[src/rtl/dispenser_sequencer.sv]
// dispenser_sequencer: motor/pump run sequencer for the colour dispenser.
//
// Purpose: latches N_CH programmed cycle counts on a start pulse and drives one
// motor output per channel for count * TICK_DIV clock cycles. Channels run one
// at a time (lowest index first) or all together. Per-channel completion flags
// are reported.
//
// Ports:
//   clk        system clock
//   reset      asynchronous, active-high reset
//   start      single-cycle start pulse (already synchronised)
//   abort      stop immediately (level or pulse), priority over start
//   parallel   mode sampled on accepted start: 0 sequential, 1 simultaneous
//   ciclos     channel i count in bits [i*CNT_W +: CNT_W]
//   motores    motor enables, bit i = channel i
//   ch_done    sticky per-channel completion flags
//   busy       run in progress
//   done       one-cycle pulse on normal completion
//   remaining  ticks left on lowest-index running channel, 0 when idle
//
// Configuration macro: DISPENSER_GAP_EN -- when defined, sequential runs insert
// one full tick period with all motors off between consecutive channels.

module dispenser_sequencer #(
    parameter int unsigned N_CH     = 3,
    parameter int unsigned CNT_W    = 5,
    parameter int unsigned TICK_DIV = 20000000
) (
    input  logic                  clk,
    input  logic                  reset,
    input  logic                  start,
    input  logic                  abort,
    input  logic                  parallel,
    input  logic [N_CH*CNT_W-1:0] ciclos,
    output logic [N_CH-1:0]       motores,
    output logic [N_CH-1:0]       ch_done,
    output logic                  busy,
    output logic                  done,
    output logic [CNT_W-1:0]      remaining
);

    localparam int unsigned PW = $clog2(TICK_DIV);
    localparam logic [PW-1:0] TickLast = PW'(TICK_DIV - 1);

`ifdef DISPENSER_GAP_EN
    typedef enum logic [1:0] {StIdle, StSeq, StPar, StGap} state_t;
`else
    typedef enum logic [1:0] {StIdle, StSeq, StPar} state_t;
`endif

    state_t           r_state, w_state_d;
    logic [CNT_W-1:0] r_cnt [N_CH];
    logic [CNT_W-1:0] w_cnt_d [N_CH];
    logic [PW-1:0]    r_presc, w_presc_d;
    logic [N_CH-1:0]  r_motores, w_motores_d;
    logic [N_CH-1:0]  r_ch_done, w_ch_done_d;
    logic             r_busy;
    logic             r_done, w_done_d;
    logic [CNT_W-1:0] r_remaining, w_remaining_d;

    logic             w_tick;
    logic [N_CH-1:0]  w_nz;      // channels with a nonzero latched count
    logic [N_CH-1:0]  w_last;    // channels whose count is exactly 1
    logic [N_CH-1:0]  w_act_oh;  // lowest-index nonzero channel, one-hot
    logic [N_CH-1:0]  w_nz_d;
    logic [N_CH-1:0]  w_low_d;

    assign w_tick = (r_presc == TickLast);

    always_comb begin
        for (int i = 0; i < N_CH; i++) begin
            w_nz[i]   = (r_cnt[i] != '0);
            w_last[i] = (r_cnt[i] == CNT_W'(1));
        end
        // x & -x isolates the lowest set bit
        w_act_oh = w_nz & (~w_nz + N_CH'(1));
    end

    // Next-state logic
    always_comb begin
        w_state_d   = r_state;
        w_presc_d   = '0;
        w_ch_done_d = r_ch_done;
        w_done_d    = 1'b0;
        for (int i = 0; i < N_CH; i++) begin
            w_cnt_d[i] = r_cnt[i];
        end

        case (r_state)
            StIdle: begin
                if (start) begin
                    for (int i = 0; i < N_CH; i++) begin
                        w_cnt_d[i]     = ciclos[i*CNT_W +: CNT_W];
                        w_ch_done_d[i] = (ciclos[i*CNT_W +: CNT_W] == '0);
                    end
                    if (ciclos == '0) begin
                        // Nothing to dispense: complete at once without going busy
                        w_done_d = 1'b1;
                    end else if (parallel) begin
                        w_state_d = StPar;
                    end else begin
                        w_state_d = StSeq;
                    end
                end
            end

            StSeq: begin
                w_presc_d = w_tick ? '0 : r_presc + PW'(1);
                if (w_tick) begin
                    for (int i = 0; i < N_CH; i++) begin
                        if (w_act_oh[i]) begin
                            w_cnt_d[i] = r_cnt[i] - CNT_W'(1);
                        end
                    end
                    if ((w_act_oh & w_last) != '0) begin
                        w_ch_done_d = r_ch_done | w_act_oh;
                        if (w_nz == w_act_oh) begin
                            w_state_d = StIdle;
                            w_done_d  = 1'b1;
                        end else begin
`ifdef DISPENSER_GAP_EN
                            w_state_d = StGap;
`else
                            w_state_d = StSeq;
`endif
                        end
                    end
                end
            end

            StPar: begin
                w_presc_d = w_tick ? '0 : r_presc + PW'(1);
                if (w_tick) begin
                    for (int i = 0; i < N_CH; i++) begin
                        if (w_nz[i]) begin
                            w_cnt_d[i] = r_cnt[i] - CNT_W'(1);
                        end
                    end
                    w_ch_done_d = r_ch_done | w_last;
                    if ((w_nz & ~w_last) == '0) begin
                        w_state_d = StIdle;
                        w_done_d  = 1'b1;
                    end
                end
            end

`ifdef DISPENSER_GAP_EN
            StGap: begin
                w_presc_d = w_tick ? '0 : r_presc + PW'(1);
                if (w_tick) begin
                    w_state_d = StSeq;
                end
            end
`endif

            default: begin
                w_state_d = StIdle;
            end
        endcase

        // Abort wins everywhere: drop the run, keep completion flags
        if (abort) begin
            w_state_d   = StIdle;
            w_presc_d   = '0;
            w_ch_done_d = r_ch_done;
            w_done_d    = 1'b0;
            for (int i = 0; i < N_CH; i++) begin
                w_cnt_d[i] = '0;
            end
        end
    end

    // Registered outputs are derived from the next-state counts
    always_comb begin
        for (int i = 0; i < N_CH; i++) begin
            w_nz_d[i] = (w_cnt_d[i] != '0);
        end
        w_low_d       = w_nz_d & (~w_nz_d + N_CH'(1));
        w_motores_d   = '0;
        w_remaining_d = '0;
        if (w_state_d == StSeq) begin
            w_motores_d = w_low_d;
        end else if (w_state_d == StPar) begin
            w_motores_d = w_nz_d;
        end
        if (w_state_d == StSeq || w_state_d == StPar) begin
            for (int i = 0; i < N_CH; i++) begin
                if (w_low_d[i]) begin
                    w_remaining_d = w_cnt_d[i];
                end
            end
        end
    end

    always_ff @(posedge clk or posedge reset) begin
        if (reset) begin
            r_state     <= StIdle;
            r_presc     <= '0;
            r_motores   <= '0;
            r_ch_done   <= '0;
            r_busy      <= 1'b0;
            r_done      <= 1'b0;
            r_remaining <= '0;
            for (int i = 0; i < N_CH; i++) begin
                r_cnt[i] <= '0;
            end
        end else begin
            r_state     <= w_state_d;
            r_presc     <= w_presc_d;
            r_motores   <= w_motores_d;
            r_ch_done   <= w_ch_done_d;
            r_busy      <= (w_state_d != StIdle);
            r_done      <= w_done_d;
            r_remaining <= w_remaining_d;
            for (int i = 0; i < N_CH; i++) begin
                r_cnt[i] <= w_cnt_d[i];
            end
        end
    end

    assign motores   = r_motores;
    assign ch_done   = r_ch_done;
    assign busy      = r_busy;
    assign done      = r_done;
    assign remaining = r_remaining;

endmodule

[config.mk]
export PLATFORM = sky130hd
export DESIGN_NAME = dispenser_sequencer
export DESIGN_NICKNAME = d
export VERILOG_FILES = /design/src/rtl/dispenser_sequencer.sv
export SDC_FILE = /design/constraint.sdc
export NUM_CORES = 1
export LEC_CHECK = 0
export ABC_AREA = 1
export BUFFER_PORTS_ARGS = -buffer_cell sky130_fd_sc_hd__buf_2
export CAP_MARGIN = 20
export CORE_ASPECT_RATIO = 0.75
export CORE_MARGIN = 1.5
export CORE_UTILIZATION = 49
export CTS_CLUSTER_DIAMETER = 80
export DETAILED_ROUTE_END_ITERATION = 7
export HOLD_SLACK_MARGIN = 0.15
export PLACE_DENSITY = 0.65
export SLEW_MARGIN = 20
export SYNTH_ARGS = -nofsm -noshare
export SYNTH_HDL_FRONTEND = slang
export SYNTH_SLANG_ARGS = --single-unit
[constraint.sdc]
create_clock -name clk -period 3.75 [get_ports clk]
set_input_delay 0.9375 -clock clk [delete_from_list [all_inputs] [get_ports clk]]
set_output_delay 0.9375 -clock clk [all_outputs]
set_load 0.05 [all_outputs]
# Word level (Yosys, flattened, before mapping)
# Index checks and enable logic that the tools add are counted.
# Widths: inputs -> output; s select.
dict set report totals {
  input_bits 20
  out_inout_bits 13
  word_cells 101
  ff_bits 55
}
dict set report classes {
  n_reduce_logical 18
  mux 44
  addsub 6
  n_bitwise 10
  eq_ne 13
}
# operator n
set ops {}
lappend ops {{$mux 25} 3}
lappend ops {{$mux 15} 4}
lappend ops {{$mux 5} 10}
lappend ops {{$pmux 15 s3} 1}
lappend ops {{$reduce_bool 5->1} 6}
lappend ops {{$add 25x1->25 const B} 1}
lappend ops {{$eq 25x25->1 const B} 1}
lappend ops {{$mux 3} 6}
lappend ops {{$mux 2} 8}
lappend ops {{$eq 5x1->1 const B} 3}
lappend ops {{$logic_not 15->1} 1}
lappend ops {{$logic_not 5->1} 3}
lappend ops {{$sub 5x1->5 const B} 3}
lappend ops {{$and 3x3->3} 4}
lappend ops {{$mux 1} 9}
lappend ops {{$not 3->3} 3}
lappend ops {{$pmux 3 s3} 1}
lappend ops {{$ne 2x2->1 const B} 4}
lappend ops {{$add 3x1->3 const B} 2}
lappend ops {{$or 3x3->3} 2}
lappend ops {{$pmux 2 s3} 1}
lappend ops {{$reduce_and 6->1} 1}
lappend ops {{$reduce_bool 3->1} 2}
lappend ops {{$eq 2x1->1 const B} 2}
lappend ops {{other kinds (9)} 10}

# Depth between registers and ports, before layout
# Gate-level depths: netlist of run 1.
dict set report depth {
  word_depth 16
  mapped_depth 19
  mapped_depth_nobuf 19
}

# Worst setup path after synthesis of run 1
# OpenSTA, ideal clock, no wires.
dict set report synth_path {
  path_type {in2reg}
  start {input port ciclos[6]}
  end {register r_motores[2] (netlist: motores[2])}
  t_arrival_ps 2635
  path_buffers 0
  stages 16
  setup_ps 113
  slack_ps 1003
  cell_sequence {or2_2 > nor4_1 > inv_1 > nor3_1 > nor2_1 > nand2_1 > o211ai_1 > nand2_1 > a21oi_1 > nor2_1 > inv_1 > ha_1 > nor2_1 > nor2_1 > nand2_1 > inv_1}
}
dict set report synth_via {
  elab_chain_len 8
  elab_cells_between_ends 16
  cone_classes {add/sub: 1; eq/ne: 2; mux: 9; bitwise: 2; reduce/logical: 2}
}
# element line
set synth_rtl {}
lappend synth_rtl {{start: declaration} 34} ;# input logic [N_CH*CNT_W-1:0] ciclos,
lappend synth_rtl {{$logic_not 15->1 (*)} 96} ;# if (ciclos == '0) begin
lappend synth_rtl {{$mux 2 (*)} 96}
lappend synth_rtl {{$mux 2 (*)} 91} ;# if (start) begin
lappend synth_rtl {{$pmux 2 s3 (*)} 89} ;# case (r_state)
lappend synth_rtl {{$mux 2 (*)} 162} ;# if (abort) begin
lappend synth_rtl {{net w_state_d[0]} 51} ;# state_t r_state, w_state_d;
lappend synth_rtl {{$eq 2x2->1} 183} ;# end else if (w_state_d == StPar) begin
lappend synth_rtl {{$mux 3} 183}
lappend synth_rtl {{$mux 3 (*)} 181} ;# if (w_state_d == StSeq) begin
lappend synth_rtl {{net w_motores_d[2]} 55} ;# logic [N_CH-1:0] r_motores, w_motores_d;
lappend synth_rtl {{end signal: assignment} 210} ;# r_motores <= w_motores_d;
lappend synth_rtl {{end: declaration} 55}
# Mark *: on every way through the listed nets, which the timed path passes. The rest lies on a longest branch.
# A chain may end at the register's enable or synchronous reset.

# Worst setup path in the final report of run 1
dict set report layout_path {
  start {register r_cnt[6] (netlist name)}
  end {register r_motores[2] (netlist: motores[2])}
}
dict set report layout_via {
  elab_chain_len 13
  elab_cells_between_ends 36
  cone_classes {add/sub: 3; eq/ne: 4; mux: 17; bitwise: 7; reduce/logical: 5}
}
# element line
set layout_rtl {}
lappend layout_rtl {{start: declaration} 52} ;# logic [CNT_W-1:0] r_cnt [N_CH];
lappend layout_rtl {{start signal: indexed assignment} 216} ;# r_cnt[i] <= w_cnt_d[i];
lappend layout_rtl {{$reduce_bool 5->1} 72} ;# w_nz[i] = (r_cnt[i] != '0);
lappend layout_rtl {{$not 3->3} 76} ;# w_act_oh = w_nz & (~w_nz + N_CH'(1));
lappend layout_rtl {{$add 3x1->3} 76}
lappend layout_rtl {{$and 3x3->3} 76}
lappend layout_rtl {{$eq 3x3->1 or $and 3x3->3 (tied branches)} {117, 115}}
lappend layout_rtl {{$mux 1 or $reduce_bool 3->1 (tied branches)} {117, 115}}
lappend layout_rtl {{$mux 2} 115} ;# if ((w_act_oh & w_last) != '0) begin
lappend layout_rtl {{$mux 2} 109} ;# if (w_tick) begin
lappend layout_rtl {{$pmux 2 s3 (*)} 89}
lappend layout_rtl {{$mux 2 (*)} 162}
lappend layout_rtl {{net w_state_d[0]} 51}
lappend layout_rtl {{$eq 2x2->1} 183}
lappend layout_rtl {{$mux 3} 183}
lappend layout_rtl {{$mux 3 (*)} 181}
lappend layout_rtl {{net w_motores_d[2]} 55}
# Marked as above.

==> flow_summary_export.csv, run 1 <==
group,metric,value,unit
worst_setup_path,reg2reg_to,"motores[2]",
finish,final_common_cell,"nand2_1",
routing,initialDrtViolationCount,449,
synth,synth_edf_count,0,
finish,syn_to_final_growth,10.0,%
min_path,hp-start,"r_presc[20]",
floorplanning,dieArea,0.00917,mm^2
sta,hold_violations,0,
sta,slew_violations,0,
clock_tree,ctsHoldBuffers,0,
worst_setup_path,end_kind,"register",
finish,final_cell_mix,"nand2_1 (150), inv_1 (72), nand3_1 (61), dfrtp_1 (55), nor2_1 (38)",
worst_setup_path,rrSetupSlack,0.63,ns
clock_tree,cts_setup_buffers,0,
synth,synth_ff_type,"dfrtp_1",
synth,ys_ff_latch,55,
clock_tree,numCtsBuffers,5,
sta,final.period_utilization,83.3,%
floorplanning,floorplan.rows,29,
synth,ys_types,44,
floorplanning,initial_utilization,50.1,%
synth,synth_fp_nets,626,
sta,finalCriticalPeriod,3.12,ns
place,gp_congestion,1.01,
clock_tree,cts.root.buffer_cell,"clkbuf_16",
clock_tree,clk_latency,0.30,ns
sta,worstMarginPinSlew,1.11,ns
clock_tree,htree_levels,2,
routing,firstDrtPassIters,6,
run_status,status,"finished clean",
finish,instances_no_fill,727,
clock_tree,cts_tree,"built",
routing,wl,11500,um
floorplanning,pin_count,33,
power,power.leakage,2.46,nW
sta,setup_viol,0,
run,cap_viol_max_count,0,
clock_tree,path_clk_slew,0.07,ns
synth,avgSynthCellArea,7.15,um^2
clock_tree,cts_sinks,55,
routing,vias_per_cell,5.64,
worst_setup_path,worstPathArrival,3.32,ns
power,ir_drop,0.225,mV
sta,slew_headroom,26.2,%
routing,drc,0,
sta,fmax,320,MHz
worst_setup_path,reg2reg_depth,19,
min_path,worstHoldEndpoint,"r_presc[20]",
worst_setup_path,timing.rr.start,"r_cnt[6]",
clock_tree,clockBufferDepth,2,
floorplanning,die_height,83.3,um
floorplanning,die_w,110,um
place,placed_cell_area,0.00447,mm^2
place,dp_cells,719,
routing,ant_nets,0,
synth,ys_async_sr_fraction,100,%
routing,wl_per_cell,15.8,um
synth,yosysWarnings,0,
grt,first_global_vias,3702,
synth,syn_area,0.00421,mm^2
grt,grt_pass1_wl,18400,um
finish,nNetsFinal,655,
worst_setup_path,worst-path-max-fanout,8,
worst_setup_path,start_kind,"register",
place,io_buffers,32,
grt,grt_use_total,25.8,%
place,hpwl,8490,um
worst_setup_path,crit_type,"register to register",
min_path,hold_depth,1,
sta,rsz0062_at_grt,"no",
finish,drive_gt1_share,18.7,%
sta,clock_skew,0.00803,ns
clock_tree,ctsResizeCount,0,
synth,seq_area_frac_synth,32.7,%
grt,grt_max_degree,28,
min_path,worstHoldPathType,"register to register",
power,p_per_area,410,mW/mm^2
grt,gr-total-overflow,0,
finish,final_area,0.00464,mm^2
routing,vias,4097,
floorplanning,core_area,0.00842,mm^2
synth,postSynthCellCount,589,
grt,antenna_found_initial,0,
worst_setup_path,crit_required,3.95,ns
finish,antenna_cells,0,
sta,tns,0,ns
[power by group]
group | internal, mW | switching (mW)
combinational | 0.198 | 0.480
clock | 0.316 | 0.230
sequential | 0.636 | 0.0411
[flip-flops by register name, summed over array words and instances (netlist names)]
register	flops
motores	3
remaining	5
busy	1
ch_done	3
r_presc	25
r_cnt	15
r_state	2
done	1
[synthesized netlist by cell type, types with 2 or more instances]
master	count	area, um^2
a211oi_1	4	30.0
a21oi_1	36	180
a221oi_1	10	87.6
a2bb2oi_1	3	26.3
a31oi_1	5	31.3
and3_1	2	12.5
buf_6	2	22.5
clkbuf_1	10	37.5
clkinv_1	2	7.51
dfrtp_1	55	1380
ha_1	17	213
inv_1	73	274
inv_2	14	52.6
nand2_1	150	563
nand2_2	13	81.3
nand2_4	3	33.8
nand3_1	61	305
nand3_2	9	90.1
nand3_4	2	35.0
nand4_1	5	31.3
nor2_1	38	143
nor2_2	14	87.6
nor2_4	9	101
nor2_8	3	60.1
nor3_1	8	40.0
nor3b_1	2	15.0
nor4_1	2	12.5
o21ai_0	13	65.1
o221ai_1	2	17.5
xnor2_1	3	26.3
xor2_1	6	52.6
[per-stage QoR]
| stage | hold WS [ns] | utilization, % | worst slack [ns] | power (mW) |
|---|---|---|---|---|
| after floorplan | 0.453 | - | 1.00 | 1.18 |
| after global placement | 0.467 | 53.1 | 0.656 | 1.34 |
| after detailed placement | 0.481 | 53.1 | 0.609 | 1.34 |
| after CTS | 0.490 | 55.1 | 0.728 | 1.89 |
| after global routing | 0.513 | 55.1 | 0.381 | 2.00 |
| final | 0.486 | 55.1 | 0.625 | 1.90 |
[how the worst max path moves through the flow]
stage              endpoint  cells past startpoint      start  slack, ns
2_1_floorplan    motores[2]                     16  ciclos[6]       1.00
3_5_place_dp     motores[2]                     16  ciclos[1]       0.61
6_report         motores[2]                     19   r_cnt[6]       0.63
4_1_cts          motores[2]                     19   r_cnt[6]       0.73
3_3_place_gp   remaining[4]                     14  ciclos[1]       0.66
5_1_grt          motores[2]                     19   r_cnt[6]       0.38
[worst max-delay path, cell delays in order, from the launching register on]
cell,delay [ns]
dfrtp_1,0.40
inv_1,0.21
ha_1,0.26
nand3_2,0.21
nor2_2,0.23
nand2_1,0.10
inv_2,0.08
nand2_1,0.08
o221ai_1,0.10
nand2_1,0.09
or3_1,0.32
nand2_1,0.07
a21oi_1,0.04
nor2_1,0.17
inv_1,0.09
ha_1,0.20
nor2_1,0.21
nor2_1,0.08
nand2_1,0.06
inv_1,0.04
[per-layer routing]
metal  share of wire (%)  GRT usage, %  wire [um]  vias up
li1                    -             -          -     1971
met4                 1.4          5.67        163        0
met1                  49          41.5       5580     1928
met5                   0             0          0        -
met2                  41          35.7       4710      179
met3                 8.8          3.85       1010       19
[layout make-up]
| cell class | instances | area [um^2] |
|---|---|---|
| multi-input combinational | 432 | 2440 |
| fill | 820 | 3780 |
| tap | 108 | 135 |
| clock inverter | 3 | 43.8 |
| inverter | 89 | 334 |
| clock buffer | 5 | 125 |
| sequential | 55 | 1380 |
| timing repair buffer | 35 | 183 |
[kinds of logic after synthesis]
| logic type | Yosys count | share of synthesized area [%] |
|---|---|---|
| and+or+nand+nor | 326 | 39.2 |
| buffers and inverters | 102 | 9.47 |
| AOI/OAI and AO/OA | 80 | 11.7 |
| DFF | 55 | 32.7 |
| adders and majority gates | 17 | 5.05 |
| xor gates and xnor gates | 9 | 1.87 |
No activity file was read; power rests on OpenSTA's default activity.
==> run 2: changes to the inputs <==
PLACE_DENSITY = 0.68   (was 0.65)
clock period = 2.5 ns   (was 3.75 ns; I/O delays follow)
==> run 2 against run 1 <==
Sequential power grew 47%; clock power grew 51%; wire length grew 6.8%; sequential share of layout area shrank 5.6 points; setup slack lost 0.63 ns; combinational power grew 110%; total power grew 71%; first-iteration DRC count shrank 2.4%; register-to-register slack lost 0.62 ns; global-route usage grew 0.40 points; die area is the same; the flow now finishes with violations (negative setup slack).
==> flow_summary_export.csv, run 2 (synthesis results as in run 1) <==
group,metric,value,unit
power,pwr-share-clk,25.4,%
power,p_comb_share,43.9,%
floorplanning,die_height,83.3,um
worst_setup_path,crit_required,2.70,ns
sta,fmax,400,MHz
finish,syn_to_final_growth,35.7,%
sta,finalCriticalPeriod,2.50,ns
finish,final_area,0.00572,mm^2
floorplanning,floorplan.rows,29,
grt,first_global_vias,3938,
power,ir_drop,0.437,mV
sta,clock_skew,0.00786,ns
routing,vias_per_cell,5.34,
place,placed_cell_area,0.00504,mm^2
routing,wl_per_cell,14.8,um
floorplanning,dieArea,0.00917,mm^2
run,cap_viol_max_count,0,
routing,wl,12200,um
floorplanning,initial_utilization,50.1,%
finish,multiInputGateArea,0.00275,mm^2
power,cellInternalPower,2.03,mW
worst_setup_path,cp_cell_sequence,"buf_2 -> or2_2 -> nor4_2 -> inv_1 -> nor3_2 -> nor2_1 -> o211ai_1 -> nand2_1 -> a21oi_1 -> nor2_2 -> buf_4 -> ha_4 -> nor2_4 -> nor2_1 -> nand2_1 -> inv_1",
clock_tree,numCtsBuffers,5,
min_path,worstHoldPathType,"primary input to asynchronous set/reset pin",
worst_setup_path,slowest_delay,0.32,ns
worst_setup_path,cp_top_family,"simple AND/OR/NAND/NOR gates",
worst_setup_path,worst-path-max-fanout,3,
grt,gr-usage-met3,3.77,%
floorplanning,die_w,110,um
grt,grt_util_met1,41.3,%
power,switchingPower,1.23,mW
worst_setup_path,crit_type,"primary input to register",
grt,gr-total-overflow,0,
routing,ant_nets,0,
floorplanning,core_area,0.00842,mm^2
worst_setup_path,start_kind,"primary input",
finish,antenna_cells,0,
clock_tree,cts_sinks,55,
finish,regArea,0.00138,mm^2
clock_tree,cts_tree,"built",
floorplanning,pin_count,33,
grt,grt_pass1_wl,18700,um
finish,drive_gt1_share,37.2,%
finish,nNetsFinal,753,
worst_setup_path,crit_path_top_delay_cell,"or2_2",
grt,grt_use_total,26.2,%
finish,largest_reg_flops,25,
power,power.leakage,2.98,nW
sta,rsz0062_at_grt,"yes",
place,io_buffers,32,
grt,grt_max_degree,34,
worst_setup_path,worstPathArrival,2.70,ns
grt,antenna_found_initial,0,
power,pwr-share-seq,30.7,%
finish,final_common_cell,"nand2_1",
place,hpwl,8860,um
run_status,status,"finished with violations",
sta,final.period_utilization,100,%
finish,fin_util,67.9,%
routing,firstDrtPassIters,6,
sta,worst_slack,-0.0000366,ns
clock_tree,clk_latency,0.30,ns
clock_tree,htree_levels,2,
place,gp_congestion,0.930,
run_status,violations,"negative setup slack",
grt,grt_use_met2,36.8,%
worst_setup_path,end_kind,"register",
power,power,3.25,mW
sta,setup_viol,1,
routing,drc,0,
clock_tree,path_clk_slew,0.07,ns
clock_tree,ctsHoldBuffers,0,
clock_tree,clockBufferDepth,2,
sta,hold_violations,0,
finish,largest-register,"r_presc",
routing,vias,4408,
worst_setup_path,crit_buf_inv,4,
finish,nFillCells,710,
sta,slew_headroom,63.5,%
routing,initialDrtViolationCount,438,
clock_tree,cts.root.buffer_cell,"clkbuf_16",
sta,worstMarginPinSlew,0.547,ns
grt,grt.busiest_layer,"met1",
finish,final_cell_mix,"nand2_1 (135), buf_4 (96), inv_1 (64), nand3_1 (58), dfrtp_1 (55)",
sta,slew_violations,0,
power,p_per_area,569,mW/mm^2
power,p_sw_share,37.8,%
run 2: cell count changes in the layout (fill, tap and decap cells not counted), moves of 3 or more:
cell / delta
a221oi_1: -5
a221oi_2: +5
buf_4: +93
ha_1: -8
ha_4: +6
inv_1: -8
inv_2: +6
nand2_1: -15
nand2_2: +13
nand3_1: -3
nand3_4: +4
nor2_1: -7
nor2_4: +8
run 2: power groups by stage:
stage / sequential, mW / clock, mW / combinational [mW]
after floorplan: 1.15 / 0 / 0.642
after global placement: 1.01 / 0 / 1.17
after detailed placement: 1.01 / 0 / 1.18
after CTS: 0.994 / 0.847 / 1.22
after global routing: 1.00 / 0.877 / 1.54
final: 0.998 / 0.827 / 1.43
run 2: routing by layer:
metal,vias up,part of all wire [%]
met4,0,1.9
met3,19,8.4
li1,2163,-
met5,-,0
met2,193,42
met1,2033,48
run 2: cell type report:
cell class / count / area share (%)
Timing Repair Buffer: 132 / 16.5
Inverter: 89 / 6.00
Tap cell: 108 / 2.36
Clock inverter: 2 / 0.613
Multi-Input combinational cell: 433 / 48.0
Clock buffer: 6 / 2.43
Sequential cell: 55 / 24.1
run 2: metrics by stage:
| stage | hold WS (ns) | std cells | setup TNS (ns) | setup WS, ns |
|---|---|---|---|---|
| CTS | 0.380 | 799 | 0 | 0.00696 |
| finish | 0.366 | 825 | -0.0000366 | -0.0000366 |
| floorplan | 0.453 | 589 | -0.00383 | -0.00383 |
| detailed placement | 0.488 | 790 | -2.74 | -0.395 |
| global placement | 0.475 | 790 | -1.80 | -0.272 |
| global route | 0.411 | 825 | -0.575 | -0.165 |
run 2: worst reg2reg max path, stage by stage (launching register included):
cell and delay (ns):
dfrtp_1 0.41, inv_2 0.09, ha_4 0.14, nand3_4 0.11, nor2_4 0.12, nand2_2 0.07, inv_2 0.06, nand2_2 0.06
o221ai_2 0.06, nand2_1 0.09, or3_1 0.33, nand2_1 0.09, a21oi_1 0.06, nor2_2 0.15, inv_2 0.08, ha_2 0.20
nor2_4 0.12, nor2_1 0.06, nand2_1 0.06, inv_1 0.04
run 2: timing repair:
item	in CTS	in global routing
endpoints found under the hold margin	0	0
setup endpoints to repair	8	9
gates cloned	0	1
pin swaps	4	9
resized for setup	12	54
setup buffers	1	25
run 2: final timing paths:
check | slack (ns) | start | endpoint | cells after the start
min | 0.37 | reset | r_cnt[7] | 2
max | -0.00004 | ciclos[6] | motores[2] | 16
min reg2reg | 0.51 | r_presc[20] | r_presc[20] | 1
max reg2reg | 0.01 | r_cnt[11] | motores[2] | 19
max in group asynchronous | 1.57 | reset | r_presc[22] | 3
min in group clk | 0.51 | r_presc[20] | r_presc[20] | 1
